--- config.mk ---
export PLATFORM = sky130hd
export DESIGN_NAME = serv_state_w
export DESIGN_NICKNAME = d
export VERILOG_FILES = /design/src/rtl/serv_state_w.sv
export SDC_FILE = /design/constraint.sdc
export NUM_CORES = 1
export LEC_CHECK = 0
export CORE_MARGIN = 5
export CORE_UTILIZATION = 25
export DETAILED_ROUTE_END_ITERATION = 10
export GPL_TIMING_DRIVEN = 0
export HOLD_SLACK_MARGIN = 0.12
export MAX_ROUTING_LAYER = met4
export PLACE_DENSITY = 0.55
export RECOVER_POWER = 100
export SYNTH_ARGS = -nofsm -noshare
export SYNTH_HDL_FRONTEND = slang
export SYNTH_SLANG_ARGS = --single-unit
--- constraint.sdc ---
create_clock -name i_clk -period 1.2 [get_ports i_clk]
set_input_delay 0.24 -clock i_clk [delete_from_list [all_inputs] [get_ports i_clk]]
set_output_delay 0.24 -clock i_clk [all_outputs]
set_load 0.02 [all_outputs]
--- src/rtl/serv_state_w.sv ---
// serv_state_w
// ------------
// Per-instruction sequencer for the bit-serial RISC-V core, parametrised
// for a datapath that moves W bits per cycle (W = 1, 2 or 4). A 32-bit
// operand pass takes 32/W enabled cycles.
//
// Instructions run in one of two flows:
//   - Single-stage ops: one RUN pass.
//   - Two-stage ops (slt, mem, branch, shift, optional mdu):
//       1. An INIT pass with o_init high.
//       2. A wait for the external unit (bus, shifter, MDU).
//       3. A RUN pass.
//
// Also tracks interrupt and misalignment traps (WITH_CSR) and an optional
// multiply/divide handshake (WITH_MDU).
//
// Parameters
//   W         bits per cycle: 1, 2 or 4
//   WITH_CSR  1 enables trap / IRQ / misalignment tracking
//   WITH_MDU  1 enables the MDU stage-two handshake
//
// Ports
//   i_clk, i_rst           clock, synchronous active-high reset
//
//   Event / status inputs:
//     i_new_irq, i_ibus_ack, i_dbus_ack, i_rf_ready, i_take_branch,
//     i_ctrl_misalign, i_mem_misalign, i_alu_sh_done, i_mdu_ready
//
//   Decoded instruction class:
//     i_branch_op, i_mem_op, i_shift_op, i_slt_op, i_e_op, i_rd_op,
//     i_mdu_op
//
//   Registered state:
//     o_init, o_cnt_en, o_cnt_done, o_ctrl_jump, o_pending_irq
//
//   Bit-position strobes:
//     o_cnt0..o_cnt3, o_cnt7, o_cnt0to3, o_cnt12to31, o_alu_shamt_en
//
//   Control outputs:
//     o_ctrl_pc_en, o_ctrl_trap, o_trap_taken, o_rf_rreq, o_rf_wreq,
//     o_rf_rd_en, o_dbus_cyc, o_bufreg_hold, o_mdu_valid
//
//   o_mem_bytecnt          byte index of the current slice (cnt[4:3])

module serv_state_w #(
  parameter int W        = 1,
  parameter int WITH_CSR = 1,
  parameter int WITH_MDU = 0
) (
  input  logic       i_clk,
  input  logic       i_rst,
  input  logic       i_new_irq,
  input  logic       i_ibus_ack,
  input  logic       i_dbus_ack,
  input  logic       i_rf_ready,
  input  logic       i_take_branch,
  input  logic       i_ctrl_misalign,
  input  logic       i_mem_misalign,
  input  logic       i_alu_sh_done,
  input  logic       i_branch_op,
  input  logic       i_mem_op,
  input  logic       i_shift_op,
  input  logic       i_slt_op,
  input  logic       i_e_op,
  input  logic       i_rd_op,
  input  logic       i_mdu_op,
  input  logic       i_mdu_ready,
  output logic       o_init,
  output logic       o_cnt_en,
  output logic       o_cnt_done,
  output logic       o_ctrl_jump,
  output logic       o_pending_irq,
  output logic       o_cnt0to3,
  output logic       o_cnt12to31,
  output logic       o_cnt0,
  output logic       o_cnt1,
  output logic       o_cnt2,
  output logic       o_cnt3,
  output logic       o_cnt7,
  output logic       o_alu_shamt_en,
  output logic       o_ctrl_pc_en,
  output logic       o_ctrl_trap,
  output logic       o_trap_taken,
  output logic       o_rf_rreq,
  output logic       o_rf_wreq,
  output logic       o_rf_rd_en,
  output logic       o_dbus_cyc,
  output logic       o_bufreg_hold,
  output logic       o_mdu_valid,
  output logic [1:0] o_mem_bytecnt
);

  localparam bit MDU_EN = (WITH_MDU != 0);

  // Upper counter bits: cnt = o_cnt[4:2], one step per 4 bits of the word.
  logic [2:0] cnt;

  // Which of the four bits inside the current 4-bit group the slice covers.
  logic [3:0] grp_sel;

  // Current slice is the last one in its 4-bit group.
  logic       ph_last;

  // The next enabled slice holds bit 31.
  logic       done_nxt_pos;

  logic       stage_two_pending;
  logic       stage_two_req;
  logic       trap_pending;
  logic       two_stage_op;

  // Phase within a 4-bit group. With W = 4 every slice is a whole group,
  // so no phase register exists.
  if (W == 4) begin : g_ph_none
    assign grp_sel      = 4'b1111;
    assign ph_last      = 1'b1;
    assign done_nxt_pos = (cnt == 3'd6);
  end else begin : g_ph
    localparam int PH_W = 4 / W;

    logic [PH_W-1:0] ph;

    always_ff @(posedge i_clk) begin
      if (i_rst) begin
        ph <= PH_W'(1);
      end else if (o_cnt_en) begin
        ph <= {ph[PH_W-2:0], ph[PH_W-1]};
      end
    end

    assign ph_last = ph[PH_W-1];

    // Penultimate phase of group 7: the following slice is bit 31.
    assign done_nxt_pos = (cnt == 3'd7) & ph[PH_W-2];

    for (genvar k = 0; k < 4; k++) begin : g_sel
      assign grp_sel[k] = ph[k / W];
    end
  end

  always_ff @(posedge i_clk) begin
    if (i_rst) begin
      cnt <= 3'd0;
    end else if (o_cnt_en & ph_last) begin
      // Wraps 7 -> 0, leaving the counter at zero after every pass.
      cnt <= cnt + 3'd1;
    end
  end

  // Bit-position strobes.
  assign o_cnt0to3      = (cnt == 3'd0);
  assign o_cnt12to31    = cnt[2] | (cnt[1:0] == 2'b11);
  assign o_cnt0         = (cnt == 3'd0) & grp_sel[0];
  assign o_cnt1         = (cnt == 3'd0) & grp_sel[1];
  assign o_cnt2         = (cnt == 3'd0) & grp_sel[2];
  assign o_cnt3         = (cnt == 3'd0) & grp_sel[3];
  assign o_cnt7         = (cnt == 3'd1) & grp_sel[3];
  assign o_mem_bytecnt  = cnt[2:1];

  // Shift amount is bits 0..4: all of group 0 plus the slice with bit 4.
  assign o_alu_shamt_en = o_init & ((cnt == 3'd0) | ((cnt == 3'd1) & grp_sel[0]));

  assign two_stage_op = i_slt_op | i_mem_op | i_branch_op | i_shift_op |
                        (MDU_EN & i_mdu_op);

  always_ff @(posedge i_clk) begin
    if (i_rst) begin
      o_cnt_en          <= 1'b0;
      o_cnt_done        <= 1'b0;
      o_init            <= 1'b0;
      o_ctrl_jump       <= 1'b0;
      stage_two_pending <= 1'b0;
      stage_two_req     <= 1'b0;
    end else begin
      // Done has priority so a pass ends even if ready is still asserted.
      if (o_cnt_done) begin
        o_cnt_en <= 1'b0;
      end else if (i_rf_ready) begin
        o_cnt_en <= 1'b1;
      end

      o_cnt_done <= o_cnt_en & done_nxt_pos;

      // A ready that arrives while stage two is pending starts the RUN
      // pass, so o_init keeps its value. A pending IRQ suppresses INIT so
      // the trap is taken without a stage-two detour.
      if (o_cnt_done) begin
        o_init <= 1'b0;
      end else if (i_rf_ready & ~stage_two_pending) begin
        o_init <= two_stage_op & ~o_pending_irq;
      end

      if (o_cnt_en) begin
        stage_two_pending <= o_init;
      end

      stage_two_req <= o_cnt_done & o_init;

      if (o_cnt_done) begin
        o_ctrl_jump <= o_init & i_take_branch;
      end
    end
  end

  if (WITH_CSR != 0) begin : g_csr
    logic irq_sync;
    logic misalign_sync;
    logic pending_irq;

    always_ff @(posedge i_clk) begin
      if (i_rst) begin
        irq_sync      <= 1'b0;
        misalign_sync <= 1'b0;
        pending_irq   <= 1'b0;
      end else begin
        // New IRQ wins over the fetch ack that would clear it.
        if (i_new_irq) begin
          irq_sync <= 1'b1;
        end else if (i_ibus_ack) begin
          irq_sync <= 1'b0;
        end

        // Captures the value from before any same-cycle new IRQ.
        if (i_ibus_ack) begin
          pending_irq <= irq_sync;
        end

        if (i_ibus_ack) begin
          misalign_sync <= 1'b0;
        end else if (stage_two_req) begin
          misalign_sync <= trap_pending;
        end
      end
    end

    assign o_pending_irq = pending_irq;
    assign trap_pending  = (o_ctrl_jump & i_ctrl_misalign) | i_mem_misalign;
    assign o_ctrl_trap   = i_e_op | pending_irq | misalign_sync;
    assign o_trap_taken  = i_ibus_ack & o_ctrl_trap;
  end else begin : g_no_csr
    assign o_pending_irq = 1'b0;
    assign trap_pending  = 1'b0;
    assign o_ctrl_trap   = 1'b0;
    assign o_trap_taken  = 1'b0;
  end

  // A misaligned stage two reads the trap vector instead of writing rd.
  assign o_rf_rreq = i_ibus_ack | (stage_two_req & trap_pending);

  assign o_rf_wreq = ~trap_pending &
                     ((i_shift_op & i_alu_sh_done & stage_two_pending) |
                      (i_mem_op & i_dbus_ack) |
                      (stage_two_req & (i_slt_op | i_branch_op)) |
                      (MDU_EN & i_mdu_op & i_mdu_ready & stage_two_pending));

  assign o_mdu_valid   = MDU_EN & i_mdu_op & stage_two_pending & ~o_cnt_en;
  assign o_dbus_cyc    = ~o_cnt_en & stage_two_pending & i_mem_op & ~i_mem_misalign;
  assign o_bufreg_hold = ~o_cnt_en & (stage_two_req | ~i_shift_op);
  assign o_ctrl_pc_en  = o_cnt_en & ~o_init;
  assign o_rf_rd_en    = i_rd_op & o_cnt_en & ~o_init;

endmodule
; Yosys cells after proc, flatten, opt, wreduce, memory -nomap -nowiden
; Cells that the tools add are included.
[totals]
mem_bits_ro = 0
input_bits = 18
mem_count = 0
latch_bits = 0
wordCells = 70
ram_bits = 0
regBits = 16
[op_classes]
n_bitwise = 49
n_mul = 0
div_mod_pow = 0
shift = 0
eq_ne = 3
add_sub_neg = 1
n_lt_le_gt_ge = 0
mux = 2
reduce_logical = 4
[ops]
columns = operator, count
row1 = $and A1 B1 Y1, 29
row2 = $or A1 B1 Y1, 13
row3 = $not A1 Y1, 7
row4 = $reduce_or A2 Y1, 2
row5 = $add A3 B1 Y3 const B, 1
row6 = $eq A3 B1 Y1 const B, 1
row7 = $eq A3 B3 Y1 const B, 1
row8 = $logic_not A3 Y1, 1
row9 = $eq A2 B2 Y1 const B, 1
row10 = $mux W1, 2
row11 = $reduce_bool A2 Y1, 1

; Longest topological paths before layout
; Gate-level depths: netlist (run 1).
[depth]
ltp_word = 5
mapped_depth = 5
mapped_depth_nobuf = 5

; Worst setup path after synthesis (run 1)
; Ideal clock, no wire load.
[synth_path]
path_kind = reg2out
startpoint = register o_cnt_en
endpoint = output o_dbus_cyc
stages_incl_launch_ff = 3
t_required_ns = 0.960
arrival_time_ns = 1.300
path_buffers = 1
slack_ns = -0.340
cell_sequence = dfxtp_1 buf_2 nor4bb_1
[synth_via]
elab_chain_len = 4
[synth_rtl]
columns = element, line_no
row1 = from (decl), 69  ; output logic o_cnt_en,
row2 = from (signal assigned), 168  ; o_cnt_en <= 1'b0;
row3 = from (signal assigned), 177  ; o_cnt_en <= 1'b0;
row4 = from (signal assigned), 179  ; o_cnt_en <= 1'b1;
row5 = $not A1 Y1, 257  ; assign o_dbus_cyc = ~o_cnt_en & stage_two_pending & i_mem_op & ~i_mem_misalign;
row6 = $and A1 B1 Y1 (3 in series), 257
row7 = to (decl), 87  ; output logic o_dbus_cyc,
; No other way between the ends.

; Worst setup path in the final report (run 1)
[layout_path]
startpoint = register cnt[0]
endpoint = output o_cnt2
[layout_via]
elab_chain_len = 2
[layout_rtl]
columns = element, line_no
row1 = from (decl), 96  ; logic [2:0] cnt;
row2 = from (signal assigned), 146  ; cnt <= cnt + 3'd1;
row3 = $logic_not A3 Y1, 155  ; assign o_cnt2 = (cnt == 3'd0) & grp_sel[2];
row4 = $and A1 B1 Y1, 155
row5 = to (decl), 77  ; output logic o_cnt2,
; No other way between the ends.

==> results.txt, run 1 <==
Starting DRC count in detailed routing -> 18
Met3 usage -> 2.53%
PnR worst setup slack -> -0.345 ns
Die area -> 0.00443 mm2
Global-route wire length before repair -> 3.69 mm
Clk slew on worst S/H paths -> 0.08 ns
Core box area -> 0.00305 mm2
Fin crit share -> 129%
Leakage Power -> 0.640 nW
Share of cells above drive strength 1 -> 46.7%
Hold Crit Depth -> 2
Unrepaired setup endpoints after global routing -> true
TritonCTS clock tree -> built
Via density -> 4.23
Area Overhead vs Synth -> 79.2%
Largest net degree at the start of global routing -> 11
Worst vdd ir -> 469 uV
PortBufs -> 37
Hold Fails Final Rpt -> 0
Total grt overflow -> 0
DR vias -> 820
Fin cells -> 194
Number of I/O pins -> 42
Status -> finished, violations left
CP max FO -> 5
WP data required -> 0.96 ns
Total CTS buffers -> 3
Global-route met2 utilization -> 20.0%
Clock Path Buffers -> 2
Post-Syn Area -> 801 um2
Final total power -> 1.13 mW
Fmax -> 647 MHz
Fillers -> 319
Worst clock skew -> 0.00497 ns
Post-Synthesis Net Count -> 120
Vias in the first global route -> 772
Cell row count -> 20
HPWL Detailed -> 1.76 mm
Syn Inst Count -> 97
CTS Root Cell -> clkbuf_4
Slew Limit Fails -> 0
Unique masters post-synth -> 28
Register area share after synthesis -> 40.0%
Hold crit path type -> in -> reg
Fin crit period -> 1.54 ns
R2R cell count -> 6
PD cells -> 787 mW/mm2
Total clock sinks -> 16
MaxCap Viol Count -> 0
DIE HEIGHT -> 66.6 um
Clock Latency Late Sink -> 0.28 ns
#FFs+latches synth -> 16
Gr busiest metal -> met2
Inserted Diodes -> 0
Failing checks -> setup timing
Type of origin of the critical path -> flip-flop
Met1 Use GR -> 12.7%
Placed insts -> 178
Worst EP arrival -> 1.30 ns
Initial core utilization -> 26.2%
Fin nets -> 175
Antenna viol nets, final -> 0
Avg Cell Area, Syn -> 8.26 um2
# setup viols final -> 21
Crit path kind -> reg -> out
DRC errors left -> 0
GPL Wtd Cong -> 0.719
Final WL -> 2.35 mm
Synth warn -> 0
Initial antenna violation count -> 0
GRT Util Overall -> 11.3%
DR WL/cell -> 12.1 um
First-pass iteration count of the detailed router -> 4
Crit. End Element -> output port
Die Wd -> 66.6 um
Hold slack -> 0.330 ns
H-tree depth -> 1
## repair_timing
item	in CTS	in global routing
endpoints found under the setup margin	23	21
buffers inserted	6	7
hold endpoints to repair	0	0
pin swaps	9	6
hold buffers	0	0
gates resized for setup	131	20
## critical path, stage by stage (launching register included)
cell and delay (ns):
dfxtp_2 0.35, inv_2 0.08, ha_4 0.14, nor2b_4 0.19, and2_4 0.16, buf_6 0.11
## cells in the final DEF, fill, tap and decap left out, types with 5 or more instances in the layout
master	Yosys	final
nor2_1	11	10
inv_1	7	5
buf_4	3	19
and2_4	0	6
dlygate4sd2_1	0	5
nand2_1	11	11
a21oi_1	8	5
clkdlybuf4s50_1	0	9
dfxtp_1	16	8
buf_6	0	13
dfxtp_2	0	5
## Yosys cell counts
cell      number  area (um2)
dfxtp_1       16         320
nand2_1       11        41.3
nor2_1        11        41.3
a21oi_1        8        40.0
inv_1          7        26.3
and2_1         6        37.5
ha_1           5        62.6
mux2i_1        4        40.0
nand3_1        4        20.0
buf_4          3        22.5
buf_2          2        10.0
nor3b_1        2        15.0
nor4_1         2        12.5
or3_1          2        12.5
a211oi_2       1        12.5
a21o_1         1        7.51
a31oi_1        1        6.26
and3_1         1        6.26
clkbuf_1       1        3.75
conb_1         1        3.75
inv_2          1        3.75
nand2b_1       1        6.26
nand2b_4       1        13.8
nor2b_1        1        6.26
nor3_1         1        5.00
nor4bb_1       1        10.0
o21ai_0        1        5.00
xnor2_1        1        8.76
## final cells by class
class / instances / area [um2] / area share [%]
Buffer: 6 / 33.8 / 2.35
Clock buffer: 3 / 22.5 / 1.57
Multi-Input combinational cell: 67 / 503 / 35.0
Inverter: 8 / 32.5 / 2.27
Timing Repair Buffer: 50 / 450 / 31.4
Sequential cell: 16 / 338 / 23.5
Tap cell: 44 / 55.1 / 3.84
## flip-flops by register name, summed over array words and instances (netlist names)
name / cells
g_csr.irq_sync: 1
g_ph.ph: 4
g_csr.misalign_sync: 1
o_ctrl_jump: 1
o_pending_irq: 1
stage_two_pending: 1
o_cnt_en: 1
o_init: 1
stage_two_req: 1
o_cnt_done: 1
cnt: 3
## per-stage QoR
step	setup slack (ns)	TNS, ns	cell area [um2]	util (%)
floorplan	-0.000622	-0.000622	870	-
global placement	-0.751	-9.09	1290	42.4
detailed placement	-0.774	-9.45	1290	42.4
CTS	-0.327	-3.70	1370	44.7
global route	-0.392	-5.74	1440	47.0
finish	-0.345	-4.26	1440	47.0
## metal layers
metal	vias to the layer above	routed length [um]
met1	379	978
li1	421	-
met3	2	97
met2	18	1240
met4	0	33
met5	-	0
## logic make-up (layout without fill, tap and decap cells)
| kind of cell | count (synthesis) | in the layout | share of synthesized area, % |
|---|---|---|---|
| flip-flops | 16 | 16 | 40.0 |
| buffers and inverters | 14 | 67 | 8.28 |
| adder cells (fa/ha/maj) | 5 | 5 | 7.81 |
| AO/OA/AOI/OAI | 12 | 12 | 8.91 |
| XOR/XNOR | 1 | 1 | 1.09 |
| other | 1 | 1 | 0.468 |
| AND/OR/NAND/NOR | 44 | 44 | 28.4 |
| multiplexers | 4 | 4 | 5.00 |
## worst paths after layout
check        startpoint      to  slack, ns
min               i_rst  cnt[1]       0.33
max              cnt[0]  o_cnt2      -0.34
max reg2reg    o_cnt_en  cnt[0]      -0.13
min reg2reg  o_cnt_done  o_init       0.47
## power breakdown
part	switching [mW]	internal, mW
Combinational	0.127	0.164
Clock	0.155	0.116
Sequential	0.0213	0.545
Total	0.304	0.825
No activity file was read; power rests on OpenSTA's default activity.
==> inputs of run 2 (changes only) <==
--- a/config.mk
+++ b/config.mk
@@ -5,6 +5,7 @@
 export SDC_FILE = /design/constraint.sdc
 export NUM_CORES = 1
 export LEC_CHECK = 0
+export ABC_AREA = 1
 export CORE_MARGIN = 5
 export CORE_UTILIZATION = 25
 export DETAILED_ROUTE_END_ITERATION = 10
@@ -16,3 +17,4 @@
 export SYNTH_ARGS = -nofsm -noshare
 export SYNTH_HDL_FRONTEND = slang
 export SYNTH_SLANG_ARGS = --single-unit
+export TNS_END_PERCENT = 50
==> run 2 against run 1 <==
Compared with the run above:
- the flow still finishes with violations (setup timing)
- first-iteration DRC count is 33% higher
- via count is 4.6% higher
- flip-flop and latch count stayed put
- critical endpoint is now o_alu_shamt_en
==> results.txt, run 2 <==
Status -> finished, violations left
Failing checks -> setup timing
Post-synth ARST share -> 0%
Biggest regs -> g_ph.ph: 4 flops, cnt: 3 flops
#FFs+latches synth -> 16
Post-Syn Area -> 810 um2
Commonest non-fill, non-tap cells in the layout -> 18 x buf_4, 17 x nand2_1, 14 x nor2_1
Syn Inst Count -> 115
Area Overhead vs Synth -> 68.0%
Finished Cell Area -> 0.00136 mm2
Initial core utilization -> 26.3%
Global-route met2 utilization -> 20.5%
CP max stage delay -> 0.37 ns
Global-route wire length before repair -> 4.05 mm
TNS Setup -> -2.52 ns
Unrepaired setup endpoints after global routing -> true
PnR worst setup slack -> -0.270 ns
Leakage Power -> 0.634 nW
# setup viols final -> 15
Total CTS buffers -> 3
Crit. End Element -> output port
Register area share after synthesis -> 39.6%
Starting DRC count in detailed routing -> 24
Switch share -> 30.0%
Total clock sinks -> 16
Initial antenna violation count -> 0
Slowest cell on crit path -> dfxtp_4
Fin nets -> 185
Synth Area in XOR/XNOR -> 0%
H-tree depth -> 1
DR WL/cell -> 11.5 um
Cell row count -> 20
Antenna viol nets, final -> 0
Die area -> 0.00448 mm2
Final WL -> 2.35 mm
Adder-cell area share of the yosys netlist -> 7.73%
Worst clock skew -> 0.00468 ns
Core box area -> 0.00308 mm2
Post-synthesis compound-gate area fraction -> 13.8%
Yosys top cell by area -> dfxtp_1
DIE HEIGHT -> 66.9 um
CP max FO -> 6
Power share of the clock group -> 24.0%
Area share of and/or/nand/nor cells after synthesis -> 22.9%
Vias in the first global route -> 940
Fin crit period -> 1.47 ns
Count leader, synth -> nand2_1
Share of cells above drive strength 1 -> 42.5%
Hold crit path type -> in -> reg
Crit path kind -> reg -> out
Total grt overflow -> 0
First-pass iteration count of the detailed router -> 3
Unique masters post-synth -> 18
Placed instance area -> 0.00125 mm2
Gr busiest metal -> met2
Top post-synthesis cells by count -> 22 x nand2_1, 18 x inv_1, 18 x nor2_1, 16 x dfxtp_1, 12 x a21oi_1
Worst EP arrival -> 1.23 ns
Top reg by flops -> g_ph.ph
Commonest non-fill, non-tap cell in the layout -> buf_4
Via density -> 4.21
GPL Wtd Cong -> 0.760
Top_reg_cell synth -> dfxtp_1
Crit path cell chain -> inv_6, ha_4, nand2_4, a21oi_4, buf_6
Dominant cells by area after synthesis -> dfxtp_1 40%, nand2_1 10%, inv_1 8.3%, nor2_1 8.3%, ha_1 7.7%
Worst vdd ir -> 329 uV
Combinational share of power -> 26.6%
Share of Yosys cell area claimed by the top area cell type -> 39.6%
Post-synthesis mux area share -> 0%
PD cells -> 852 mW/mm2
Max FFs per register -> 4
Slew Limit Fails -> 0
Synth warn -> 0
GRT Util Overall -> 11.9%
MaxCap Viol Count -> 0
Net Sw Power -> 0.348 mW
Die Wd -> 66.9 um
Clock Path Buffers -> 2
Largest net degree at the start of global routing -> 11
Fin crit share -> 122%
Met3 usage -> 2.53%
Inserted Diodes -> 0
Hold Crit Depth -> 4
HPWL Detailed -> 1.73 mm
Met1 Use GR -> 13.7%
Clk slew on worst S/H paths -> 0.09 ns
Avg Cell Area, Syn -> 7.04 um2
TritonCTS clock tree -> built
DRC errors left -> 0
Type of origin of the critical path -> flip-flop
Hold Fails Final Rpt -> 0
Post-synth EDFFs -> 0
Number of I/O pins -> 42
PortBufs -> 38
DR vias -> 858
Part of the power in registers -> 49.5%
WP data required -> 0.96 ns
CTS Root Cell -> clkbuf_4
Final core utilization -> 44.2%
Clock Latency Late Sink -> 0.28 ns
Largest family of logic cells by synthesized area -> simple AND/OR/NAND/NOR gates
Total internal power -> 0.812 mW
Post-Synthesis Net Count -> 138
R2R cell count -> 5
Fmax -> 680 MHz
run 2: cell type report:
type	instances	area, um2
Sequential cell	16	338
Fill cell	338	1720
Multi-Input combinational cell	73	445
Inverter	21	91.3
Timing Repair Buffer	42	375
Buffer	5	32.5
Clock buffer	3	22.5
Tap cell	44	55.1
run 2: final timing paths:
check | start | to | slack, ns
worst max register to register | cnt[0] | cnt[2] | 0.05
worst min register to register | g_csr.misalign_sync | g_csr.misalign_sync | 0.49
worst max-delay path | cnt[1] | o_alu_shamt_en | -0.27
worst min-delay path | i_ibus_ack | g_csr.misalign_sync | 0.36
run 2: timing repair:
item / 4_1_cts / 5_1_grt
hold buffers: 0 / 0
endpoints found under the hold margin: 0 / 0
setup endpoints to repair: 23 / 19
gates resized for setup: 145 / 15
pin swaps: 9 / 10
buffers inserted: 3 / 1
run 2: critical path: cells and delay by family (launching register included):
kind	cells	cell delay [ns]
AOI/OAI and AO/OA	1	0.16
adders and majority gates	1	0.14
DFF	1	0.37
and+or+nand+nor	1	0.08
buffers and inverters	2	0.20
run 2: cells by family (layout without fill, tap and decap cells):
family,count (synthesis),count (layout)
adders and majority gates,5,5
buffers and inverters,26,71
other,1,1
DFF,16,16
and+or+nand+nor,46,46
AOI/OAI and AO/OA,21,21
run 2: metrics by stage:
| stage | instances | total power, mW | setup WS (ns) | hold slack [ns] |
|---|---|---|---|---|
| final | 204 | 1.16 | -0.270 | 0.360 |
| after floorplan | 115 | 0.729 | -0.0111 | 0.309 |
| after detailed placement | 197 | 0.884 | -0.648 | 0.468 |
| after global routing | 204 | 1.23 | -0.331 | 0.369 |
| after CTS | 203 | 1.17 | -0.280 | 0.360 |
| after global placement | 197 | 0.881 | -0.643 | 0.454 |
run 2: metal layers:
metal  share of wire [%]  vias to the layer above  wire (um)
met5                   0                        -          0
met4                0.42                        0         10
met3                 7.9                        2        185
met2                  44                       33       1040
met1                  47                      376       1120
li1                    -                      447          -
run 2: power groups by stage:
stage	clock, mW	sequential (mW)	combinational (mW)
6_report	0.278	0.573	0.308
5_1_grt	0.315	0.577	0.339
4_1_cts	0.291	0.576	0.308
3_5_place_dp	0	0.586	0.298
3_3_place_gp	0	0.585	0.296
2_1_floorplan	0	0.590	0.139
==> inputs of run 3 (changes only) <==
--- a/config.mk
+++ b/config.mk
@@ -5,9 +5,9 @@
 export SDC_FILE = /design/constraint.sdc
 export NUM_CORES = 1
 export LEC_CHECK = 0
-export ABC_AREA = 1
 export CORE_MARGIN = 5
 export CORE_UTILIZATION = 25
+export CTS_CLUSTER_DIAMETER = 100
 export DETAILED_ROUTE_END_ITERATION = 10
 export GPL_TIMING_DRIVEN = 0
 export HOLD_SLACK_MARGIN = 0.12
==> run 3 against run 2 <==
Compared with the run above:
- the run still ends with setup timing left
- first-iteration DRC count decreased by 67%
- register-to-register slack got worse by 0.08 ns
- cell count decreased by 7.4%
- largest cell class unchanged
- flip-flop and latch count unchanged
- worst setup slack got worse by 0.051 ns
- clock skew decreased by 0.0043 ns
- clock-buffer cell count increased by 1
- design area increased by 2.6%
- fmax decreased by 3.4%
- total power increased by 2.0%
==> results.txt, run 3 (synthesis results as in run 1) <==
Worst clock skew -> 0.000368 ns
Clock Latency Late Sink -> 0.28 ns
GRT Util Overall -> 10.8%
GPL Wtd Cong -> 0.681
H-tree depth -> 1
DRC errors left -> 0
Commonest non-fill, non-tap cells in the layout -> 14 x buf_4, 11 x buf_6, 10 x nor2_1
Hold crit path type -> in -> reg
Total grt overflow -> 0
PD cells -> 847 mW/mm2
Reg2reg start -> o_cnt_en
Final WL -> 2.19 mm
Register area -> 345 um2
Clk slew on worst S/H paths -> 0.09 ns
Via density -> 4.31
Hold_sp -> i_rst
Type of origin of the critical path -> flip-flop
TNS Setup -> -3.64 ns
Global-route wire length before repair -> 3.59 mm
CP max FO -> 4
Fin cells -> 189
Crit. Startpoint -> cnt[1]
Starting DRC count in detailed routing -> 8
Worst vdd ir -> 398 uV
Fillers -> 340
HPWL Detailed -> 1.64 mm
Placed instance area -> 0.00128 mm2
Number of I/O pins -> 42
Placed insts -> 178
PortBufs -> 37
Fmax -> 657 MHz
Initial antenna violation count -> 0
Status -> finished, violations left
Multi-input logic area -> 492 um2
Hold Fails Final Rpt -> 0
Total CTS buffers -> 3
Unrepaired setup endpoints after global routing -> true
Leakage Power -> 0.633 nW
Vias in the first global route -> 813
Fin crit period -> 1.52 ns
First-pass iteration count of the detailed router -> 4
Crit path kind -> reg -> out
Failing checks -> setup timing
Die Wd -> 66.6 um
Fin crit share -> 127%
PnR worst setup slack -> -0.321 ns
Fin nets -> 169
Top reg by flops -> g_ph.ph
DR vias -> 815
Largest net degree at the start of global routing -> 11
Inserted Diodes -> 0
# setup viols final -> 20
CTS Root Cell -> clkbuf_4
Die area -> 0.00443 mm2
Slew Limit Fails -> 0
Cell row count -> 20
Area Overhead vs Synth -> 74.2%
Biggest regs -> g_ph.ph: 4 flops, cnt: 3 flops
Max FFs per register -> 4
Finished Cell Area -> 0.00140 mm2
Share of cells above drive strength 1 -> 46.9%
DR WL/cell -> 11.6 um
MaxCap Viol Count -> 0
TritonCTS clock tree -> built
Commonest non-fill, non-tap cell in the layout -> buf_4
DIE HEIGHT -> 66.6 um
Core box area -> 0.00305 mm2
WP data required -> 0.96 ns
Clock Path Buffers -> 2
Worst EP arrival -> 1.28 ns
Crit. End Element -> output port
Initial core utilization -> 26.2%
Antenna viol nets, final -> 0
Total clock sinks -> 16
## run 3: changes by cell type in the layout (fill, tap and decap cells not counted), moves of 4 or more
cell / delta
inv_1: -6
nor2_1: -4
and2_4: +5
clkdlybuf4s50_1: +5
a21oi_1: -4
buf_4: -4
nand2_1: -8
mux2i_1: +4
inv_2: -5
o21ai_1: -4
buf_6: +5
## run 3: path summary, 6_finish.rpt
kind | end | slack, ns | cells past startpoint
worst max-delay path | o_alu_shamt_en | -0.32 | 6
worst min-delay path | cnt[1] | 0.30 | 2
worst max register to register | cnt[0] | -0.03 | 6
worst min register to register | o_cnt_en | 0.47 | 1
## run 3: final cells by class
type	instances	share of cell area, %
multi-input cells	67	35.2
clock buffers	4	2.60
well taps	44	3.95
flip-flops and latches	16	24.8
plain buffers	6	3.23
inverters	8	2.33
repair buffers	44	27.9
## run 3: routing by layer
| metal | GRT usage, % | share of wire (%) |
|---|---|---|
| met1 | 12.7 | 45 |
| met2 | 17.6 | 48 |
| met3 | 2.87 | 6.7 |
| met4 | 3.81 | 0.55 |
| met5 | - | 0 |
## run 3: repair_timing
action / in CTS / in global routing
hold buffers: 0 / 0
buffers inserted: 4 / 3
resized for setup: 132 / 13
pin swaps: 8 / 3
setup endpoints to repair: 23 / 23
## run 3: where the power goes
group	total (mW)	internal [mW]	leakage, nW	switching, mW
Clock	0.352	0.185	0.0210	0.168
Sequential	0.565	0.543	0.137	0.0222
Combinational	0.265	0.144	0.475	0.122
## run 3: metrics by stage
step                      power [mW]  setup WS [ns]  util, %  hold slack (ns)
after floorplan                0.706        -0.0987        -            0.318
after global placement         0.839         -0.722     42.0            0.470
after detailed placement       0.843         -0.734     42.0            0.474
after CTS                       1.21         -0.342     44.5            0.305
after global routing            1.25         -0.414     45.7            0.341
final                           1.18         -0.321     45.7            0.298
## run 3: worst max-delay path: stages, from the launching register on
cell,delay [ns]
dfxtp_4,0.38
inv_4,0.04
ha_4,0.15
buf_4,0.12
a21oi_2,0.11
nor3b_2,0.05
buf_4,0.15
